===== config.mk =====
export PLATFORM = sky130hd
export DESIGN_NAME = bht_predictor
export DESIGN_NICKNAME = d
export VERILOG_FILES = /design/src/rtl/bht_predictor.sv
export SDC_FILE = /design/constraint.sdc
export NUM_CORES = 2
export LEC_CHECK = 0
export ABC_CLOCK_PERIOD_IN_PS = 175100
export CAP_MARGIN = 15
export CORE_MARGIN = 3
export CORE_UTILIZATION = 50
export CTS_BUF_LIST = sky130_fd_sc_hd__clkbuf_2
export CTS_CLUSTER_DIAMETER = 40
export DETAILED_ROUTE_END_ITERATION = 8
export PLACE_DENSITY = 0.73
export RECOVER_POWER = 25
export SETUP_SLACK_MARGIN = 0.4
export SYNTH_ARGS = -nofsm -noshare
export SYNTH_HDL_FRONTEND = slang
export SYNTH_SLANG_ARGS = --single-unit

===== constraint.sdc =====
create_clock -name clock_in -period 175.1 [get_ports clock_in]
set_clock_uncertainty 0.15 [all_clocks]
set_input_delay 35.02 -clock clock_in [delete_from_list [all_inputs] [get_ports clock_in]]
set_output_delay 35.02 -clock clock_in [all_outputs]
set_load 0.02 [all_outputs]

===== src/rtl/bht_predictor.sv =====
// Bimodal/gshare branch predictor: 2-bit counters indexed by PC xor global history.
// Table is swept to weak-not-taken after reset; predictions are registered (latency 1).
module bht_predictor #(
  parameter int INDEX_BITS  = 10,
  parameter int GHR_BITS    = 8,
  parameter bit JAL_PREDICT = 1
) (
  input  logic                  clock_in,
  input  logic                  reset_in,
  input  logic                  pred_req_in,
  input  logic [31:0]           pc_addr_in,
  input  logic [31:0]           ins_data_in,
  input  logic                  feedback_enable_in,
  input  logic                  taken_branch_in,
  input  logic [INDEX_BITS-1:0] fb_index_in,
  output logic                  ready_out,
  output logic                  pred_valid_out,
  output logic                  taken_pred_out,
  output logic [31:0]           pred_pc_out,
  output logic [INDEX_BITS-1:0] pred_index_out
);

  localparam int ENTRIES = 1 << INDEX_BITS;
  localparam int GW = (GHR_BITS > 0) ? GHR_BITS : 1;
  localparam logic [4:0] OP_BRANCH = 5'b11000;
  localparam logic [4:0] OP_JAL    = 5'b11011;

  typedef enum logic {
    S_INIT,
    S_READY
  } state_t;

  state_t                state_q, state_d;
  logic [INDEX_BITS-1:0] sweep_q, sweep_d;
  logic [GW-1:0]         ghr_q, ghr_d;
  logic [1:0]            cnt_q [ENTRIES];

  logic                  tbl_we;
  logic [INDEX_BITS-1:0] tbl_wa;
  logic [1:0]            tbl_wd;

  logic                  valid_q, valid_d;
  logic                  taken_q, taken_d;
  logic [31:0]           tgt_q, tgt_d;
  logic [INDEX_BITS-1:0] idx_q, idx_d;

  logic                  ready;
  logic [INDEX_BITS-1:0] ghr_ext;
  logic [INDEX_BITS-1:0] rd_idx;
  logic [1:0]            rd_cnt;
  logic [1:0]            fb_cnt;
  logic [31:0]           b_imm;
  logic [31:0]           j_imm;
  logic [4:0]            opcode;
  logic                  unused_ins;

  assign ready      = (state_q == S_READY);
  assign ready_out  = ready;
  assign opcode     = ins_data_in[6:2];
  assign unused_ins = ^ins_data_in[1:0];

  assign ghr_ext = (GHR_BITS > 0) ? INDEX_BITS'(ghr_q) : '0;
  assign rd_idx  = pc_addr_in[INDEX_BITS+1:2] ^ ghr_ext;
  assign rd_cnt  = cnt_q[rd_idx];
  assign fb_cnt  = cnt_q[fb_index_in];

  assign b_imm = {{19{ins_data_in[31]}}, ins_data_in[31],
                  ins_data_in[7], ins_data_in[30:25],
                  ins_data_in[11:8], 1'b0};
  assign j_imm = {{11{ins_data_in[31]}}, ins_data_in[31],
                  ins_data_in[19:12], ins_data_in[20],
                  ins_data_in[30:21], 1'b0};

  // Sweep and feedback share the single table write port.
  always_comb begin
    state_d = state_q;
    sweep_d = sweep_q;
    ghr_d   = ghr_q;
    tbl_we  = 1'b0;
    tbl_wa  = sweep_q;
    tbl_wd  = 2'b01;
    unique case (state_q)
      S_INIT: begin
        tbl_we  = 1'b1;
        sweep_d = sweep_q + INDEX_BITS'(1);
        if (sweep_q == '1) state_d = S_READY;
      end
      S_READY: begin
        if (feedback_enable_in) begin
          tbl_we = 1'b1;
          tbl_wa = fb_index_in;
          if (taken_branch_in)
            tbl_wd = (fb_cnt == 2'b11) ? 2'b11 : fb_cnt + 2'd1;
          else
            tbl_wd = (fb_cnt == 2'b00) ? 2'b00 : fb_cnt - 2'd1;
          if (GHR_BITS > 0) ghr_d = GW'({ghr_q, taken_branch_in});
        end
      end
      default: ;
    endcase
  end

  always_comb begin
    valid_d = 1'b0;
    taken_d = 1'b0;
    tgt_d   = '0;
    idx_d   = '0;
    if (pred_req_in && ready) begin
      valid_d = 1'b1;
      idx_d   = rd_idx;
      unique case (1'b1)
        (opcode == OP_BRANCH): begin
          taken_d = rd_cnt[1];
          tgt_d   = rd_cnt[1] ? pc_addr_in + b_imm : '0;
        end
        (opcode == OP_JAL && JAL_PREDICT): begin
          taken_d = 1'b1;
          tgt_d   = pc_addr_in + j_imm;
        end
        default: ;
      endcase
    end
  end

  always_ff @(posedge clock_in) begin
    if (reset_in) begin
      state_q <= S_INIT;
      sweep_q <= '0;
      ghr_q   <= '0;
      valid_q <= 1'b0;
      taken_q <= 1'b0;
      tgt_q   <= '0;
      idx_q   <= '0;
    end else begin
      state_q <= state_d;
      sweep_q <= sweep_d;
      ghr_q   <= ghr_d;
      valid_q <= valid_d;
      taken_q <= taken_d;
      tgt_q   <= tgt_d;
      idx_q   <= idx_d;
    end
  end

  always_ff @(posedge clock_in) begin
    if (!reset_in && tbl_we) cnt_q[tbl_wa] <= tbl_wd;
  end

  assign pred_valid_out = valid_q;
  assign taken_pred_out = taken_q;
  assign pred_pc_out    = tgt_q;
  assign pred_index_out = idx_q;

endmodule

Word level (Yosys, flattened, before mapping)
Memory sizes are Yosys's and may differ from the RTL's.
Cells that the tools add are included.
W data, S select, Z words.

word-level totals
  flip-flop bits (word level) = 63
  RAM bits = 2048
  bits of input ports = 79
  output and inout port bits = 45
  word-level logic and storage cells = 43
  memories = 1

memories
  name   words  bits a word  read ports  clocked after Yosys merged registers in  write ports  RTL line  source
  cnt_q  1024   2            2           0                                        1            36        logic [1:0] cnt_q [ENTRIES];

cells by class
  add/subtract/negate cells = 5
  equal/unequal tests = 4
  multiplexer cells = 17
  bitwise gates (word level) = 3
  reductions and logical operators = 6

operators with widths
  cell                     number
  $add A32 B32 Y32         2
  $pmux W32 S2             1
  $mux W32                 1
  $mux W10                 2
  $add A10 B1 Y10 const B  1
  $eq A10 B10 Y1 const B   1
  $eq A5 B5 Y1 const B     2
  $mux W2                  5
  $xor A10 B8 Y10          1
  $mux W1                  6
  $pmux W1 S2              2
  $add A2 B1 Y2 const B    1
  $eq A2 B2 Y1 const B     1
  $logic_and A1 B1 Y1      2
  $logic_not A2 Y1         1
  $not A1 Y1               2
  $reduce_and A2 Y1        1
  $reduce_or A2 Y1         1
  $sub A2 B1 Y2 const B    1
  $logic_not A1 Y1         1

Longest topological paths before layout
An unclocked memory read counts as a cell.

  word-level depth = 6
  mapped depth = 18
  mapped depth without buffers = 14

Worst setup path after synthesis
No wires, ideal clock.

  path type = input port to flip-flop
  from = in fb_index_in[0]
  to = mem cnt_q[0][0] (data pin)
  library setup time = 8.127 ns
  data arrival time = 77.811 ns
  required time = 166.823 ns
  slack = 89.012 ns
  stages on the path = 12
  buffers on the path = 4
  path through = buf_2 > buf_2 > buf_2 > buf_1 > mux4_2 > mux4_2 > mux4_2 > a22oi_1 > nand4_1 > o2111ai_1 > a21oi_1 > o21ai_0

between the ends
  longest elaborated chain between the ends = 6
  elaborated cells on any way between the ends = 10
  those cells by class = add/sub: 2; eq/ne: 1; mux: 5; reduce/logical: 1; memory: 1

RTL lines
  element                                RTL line  source
  from (decl)                            15        input logic [INDEX_BITS-1:0] fb_index_in,
  $mem_v2 Z1024 W2 (*)                   --
  $sub A2 B1 Y2 (tied with other cells)  95        tbl_wd = (fb_cnt == 2'b00) ? 2'b00 : fb_cnt - 2'd1;
  $mux W2 (on tied branches)             95, 93
  $mux W2 (*)                            92        if (taken_branch_in)
  $mux W2 (*)                            89        if (feedback_enable_in) begin
  $mux W2 (*)                            82        unique case (state_q)
  named net tbl_wd[0]                    40        logic [1:0] tbl_wd;
  to (decl)                              36

Mark *: on every way through the listed nets, which the timed path passes. The rest lies on a longest branch.

Final worst setup path
  from = in fb_index_in[0]
  to = mem cnt_q[500][1] (data pin)

The elaborated chain is that of the path after synthesis.

==> results.toml <==
[grt]
overflow = 0
grt_pass1_vias = 59000
grt_max_degree = 296
grt.busiest_layer = "met2"
antenna_found_initial = 7
grt_util_all_layers = 0.278
use_met2 = 0.429
grt_pass1_wl_microns = 396000
grtUsageMet3 = 0.0889
grtUsageMet1 = 0.359

[yosys]
yosysTopAreaCellShare = 0.640
synth_area_per_cell_sq_um = 16.8
synth_edf_count = 2048
synth_area_leaders = "edfxtp_1 64%, mux4_2 20%, nor2_1 4.5%, mux2i_1 1.6%, dfxtp_1 1.3%"
ys.flop_type = "edfxtp_1"
netlist_instances = 5709
async_flop_share = 0
ys_ff_latch = 2111
synth_warnings = 0
synthDistinctLibCells = 91
synthesis.area_sq_mm = 0.0960
yosysSeqAreaShare = 0.653
yosysTopAreaCell = "edfxtp_1"
syn_nets = 5834

[timing]
timing.final.crit_share = 0.263
slew_headroom = -2.04
hold_violations = 0
rsz0062_at_grt = "no"
setup_viol = 0
fin_ws_ns = 129.07
tightest_slew_ns = 4.56
period_needed_ns = 46.03
tns_ns = 0
slew_viol_final = 607
clock.fmax_mhz = 21.7

[cells_and_area]
seq_area_sq_mm = 0.0628
drive_gt1_frac = 0.287
area_growth_pct = 9.00
fin_nets = 6173
nFillCells = 14900
multi_input_area_sq_mm = 0.0313

[routing]
wl_per_cell_microns = 30.9
drt_iter0_markers = 8593
wirelength_microns = 276000
via_per_inst = 6.56
antenna_left = 0
route.detailed.drc = 0
vias = 58500
firstDrtPassIters = 6

[die]
coreArea_sq_mm = 0.191
rows = 160
fp.dieW_microns = 444
ios = 124
dieArea_sq_mm = 0.197
die_y_microns = 444
initial_core_util = 0.504

[clock_network]
cts_tree = "built"
cts_max_path_buffers = 4
ctsHoldBuffers = 0
cts_root_buf = "clkbuf_2"
clk_latency_ns = 1.85
clock-sinks = 2111
postCtsSetupBuffers = 0
cts_resized = 0
cts_max_level = 6
numCtsBuffers = 543
clkTransAtPathRegs_ns = 0.10

[worst_setup_path]
path_class = "in -> reg"
crit_required_ns = 176.28
cp_slowest_cell = "clkbuf_1"
crit_end = "cnt_q[500][1]"
end_kind = "register"
cp-start-kind = "input port"
reg2reg_depth = 16
critPathMaxStageDelay_ns = 3.13
crit_chain = "clkbuf_1 -> clkbuf_1 -> mux4_2 -> mux4_2 -> mux4_2 -> mux2_2 -> a21oi_1 -> a21oi_1 -> o2111a_1 -> o21ai_0 -> a21oi_4 -> buf_12 -> buf_4 -> buf_12 -> buf_4"
path_max_fanout = 295
r2r_slack_ns = 167.63
crit_top_cell = "mux4_2"
r2r_start = "ghr_q[0]"
worstReg2RegEnd = "pred_pc_out[26]"
arrival_ns = 47.21
crit_start = "fb_index_in[0]"

[power]
internal-power_w = 0.000695
seqPwrFrac = 0.586
p_switching_w = 0.000235
pwr-share-comb = 0.066
switching_share = 0.252
p_per_area_mw_per_mm2 = 8.88
vdd_drop_max_mv = 0.00781
leakagePower_nw = 36.6
clockPowerShare = 0.348

[status]
status = "finished with violations"
violations = "capacitance limit, slew limit"

[placed_design]
place_worst_setup_slack_ns = 130.48
numPortBuffers = 121
gp_congestion = 0.874
dp_hpwl_microns = 152000

[job]
max-cap-violations = 24

[min_path]
hp-class = "reg -> reg"
## worst min path at each step
stage,start,to,slack (ns),cells after the start
final,sweep_q[6],sweep_q[6],0.37,2
after CTS,sweep_q[6],sweep_q[6],0.36,2
after detailed placement,sweep_q[6],sweep_q[6],0.35,2
after floorplan,ghr_q[7],ghr_q[7],0.32,2
after global routing,sweep_q[6],sweep_q[6],0.43,2
after global placement,sweep_q[6],sweep_q[6],0.34,2
## worst max-delay path, delay by kind of cell
| family | cells | cell delay (ns) |
|---|---|---|
| mux | 4 | 1.48 |
| buf+inv | 6 | 9.31 |
| compound gates | 5 | 0.95 |
## final cells by class
cell class | count | share of cell area
repair buffers | 262 | 0.0272
multi-input cells | 3110 | 0.299
inverters | 20 | 0.000717
clock buffers | 749 | 0.0358
diodes | 7 | 0.000167
flip-flops and latches | 2111 | 0.600
well taps | 2511 | 0.0300
clock inverters | 152 | 0.00754
## cells in the final DEF (no fill, tap or decap), types with 11 or more instances in the layout
cell | netlist | routed
nand2_1 | 250 | 242
edfxtp_1 | 2048 | 2048
a21oi_1 | 134 | 133
nand4_1 | 27 | 27
a22oi_1 | 28 | 28
nor4_1 | 13 | 13
xnor2_1 | 26 | 18
a21o_1 | 28 | 28
mux2i_1 | 150 | 150
buf_4 | 20 | 98
buf_16 | 0 | 23
dfxtp_1 | 63 | 63
a31oi_1 | 11 | 11
clkbuf_2 | 0 | 749
mux2_2 | 13 | 13
o221ai_1 | 16 | 16
inv_2 | 0 | 16
o21ai_0 | 43 | 42
clkdlybuf4s50_1 | 0 | 82
dlygate4sd3_1 | 0 | 33
nor2_1 | 1145 | 1142
clkinv_1 | 1 | 105
clkinv_2 | 0 | 24
o22ai_1 | 47 | 47
a221oi_1 | 12 | 12
mux4_2 | 841 | 841
inv_1 | 19 | 19
nor3_1 | 15 | 15
nand3_1 | 51 | 48
ha_1 | 44 | 44
## sequential cells by signal, indices dropped and copies added (netlist names)
register / count
ghr_q: 8
pred_pc_out: 32
cnt_q: 2048
pred_valid_out: 1
sweep_q: 10
taken_pred_out: 1
ready_out: 1
pred_index_out: 10
## per-stage QoR
stage,total power (W),cells,utilization,cell area (sq um),hold WS [ns]
4_1_cts,0.000933,8886,0.546,104000,0.363
3_5_place_dp,0.000617,7985,0.522,99600,0.348
2_1_floorplan,0.000597,5709,-,96000,0.323
5_1_grt,0.000963,8920,0.549,105000,0.430
3_3_place_gp,0.000617,7985,0.522,99600,0.345
6_report,0.000930,8922,0.549,105000,0.374
## cells in the mapped netlist, types with 10 or more instances
cell type  number
edfxtp_1     2048
nor2_1       1145
mux4_2        841
clkbuf_1      308
nand2_1       250
mux2i_1       150
a21oi_1       134
dfxtp_1        63
buf_1          56
buf_2          53
nand3_1        51
o22ai_1        47
ha_1           44
o21ai_0        43
a21o_1         28
a22oi_1        28
nand4_1        27
xnor2_1        26
buf_4          20
inv_1          19
buf_6          18
o221ai_1       16
xor2_1         16
nor3_1         15
mux2_2         13
nor4_1         13
a221oi_1       12
a31oi_1        11
a2111oi_0      10
nand2b_1       10
o32ai_1        10
## layer usage
metal  vias to the layer above  wire [microns]
met5                         -              23
met2                      4166          130000
met4                         4           13700
met1                     29800           94900
met3                       753           37700
li1                      23800               -
## logic make-up after synthesis
family          share of synthesized area
mux                                 0.216
compound gates                     0.0311
simple gates                       0.0655
fa+ha+maj                         0.00615
buf+inv                            0.0238
xor+xnor                          0.00429
flops                               0.653
## power groups by stage
stage	sequential, W	clock [W]	combinational (W)
floorplan	0.000557	0	0.0000399
global placement	0.000557	0	0.0000599
detailed placement	0.000557	0	0.0000603
CTS	0.000545	0.000327	0.0000605
global route	0.000545	0.000354	0.0000636
finish	0.000545	0.000323	0.0000612
Note: power is estimated with default switching activity, not from simulation.
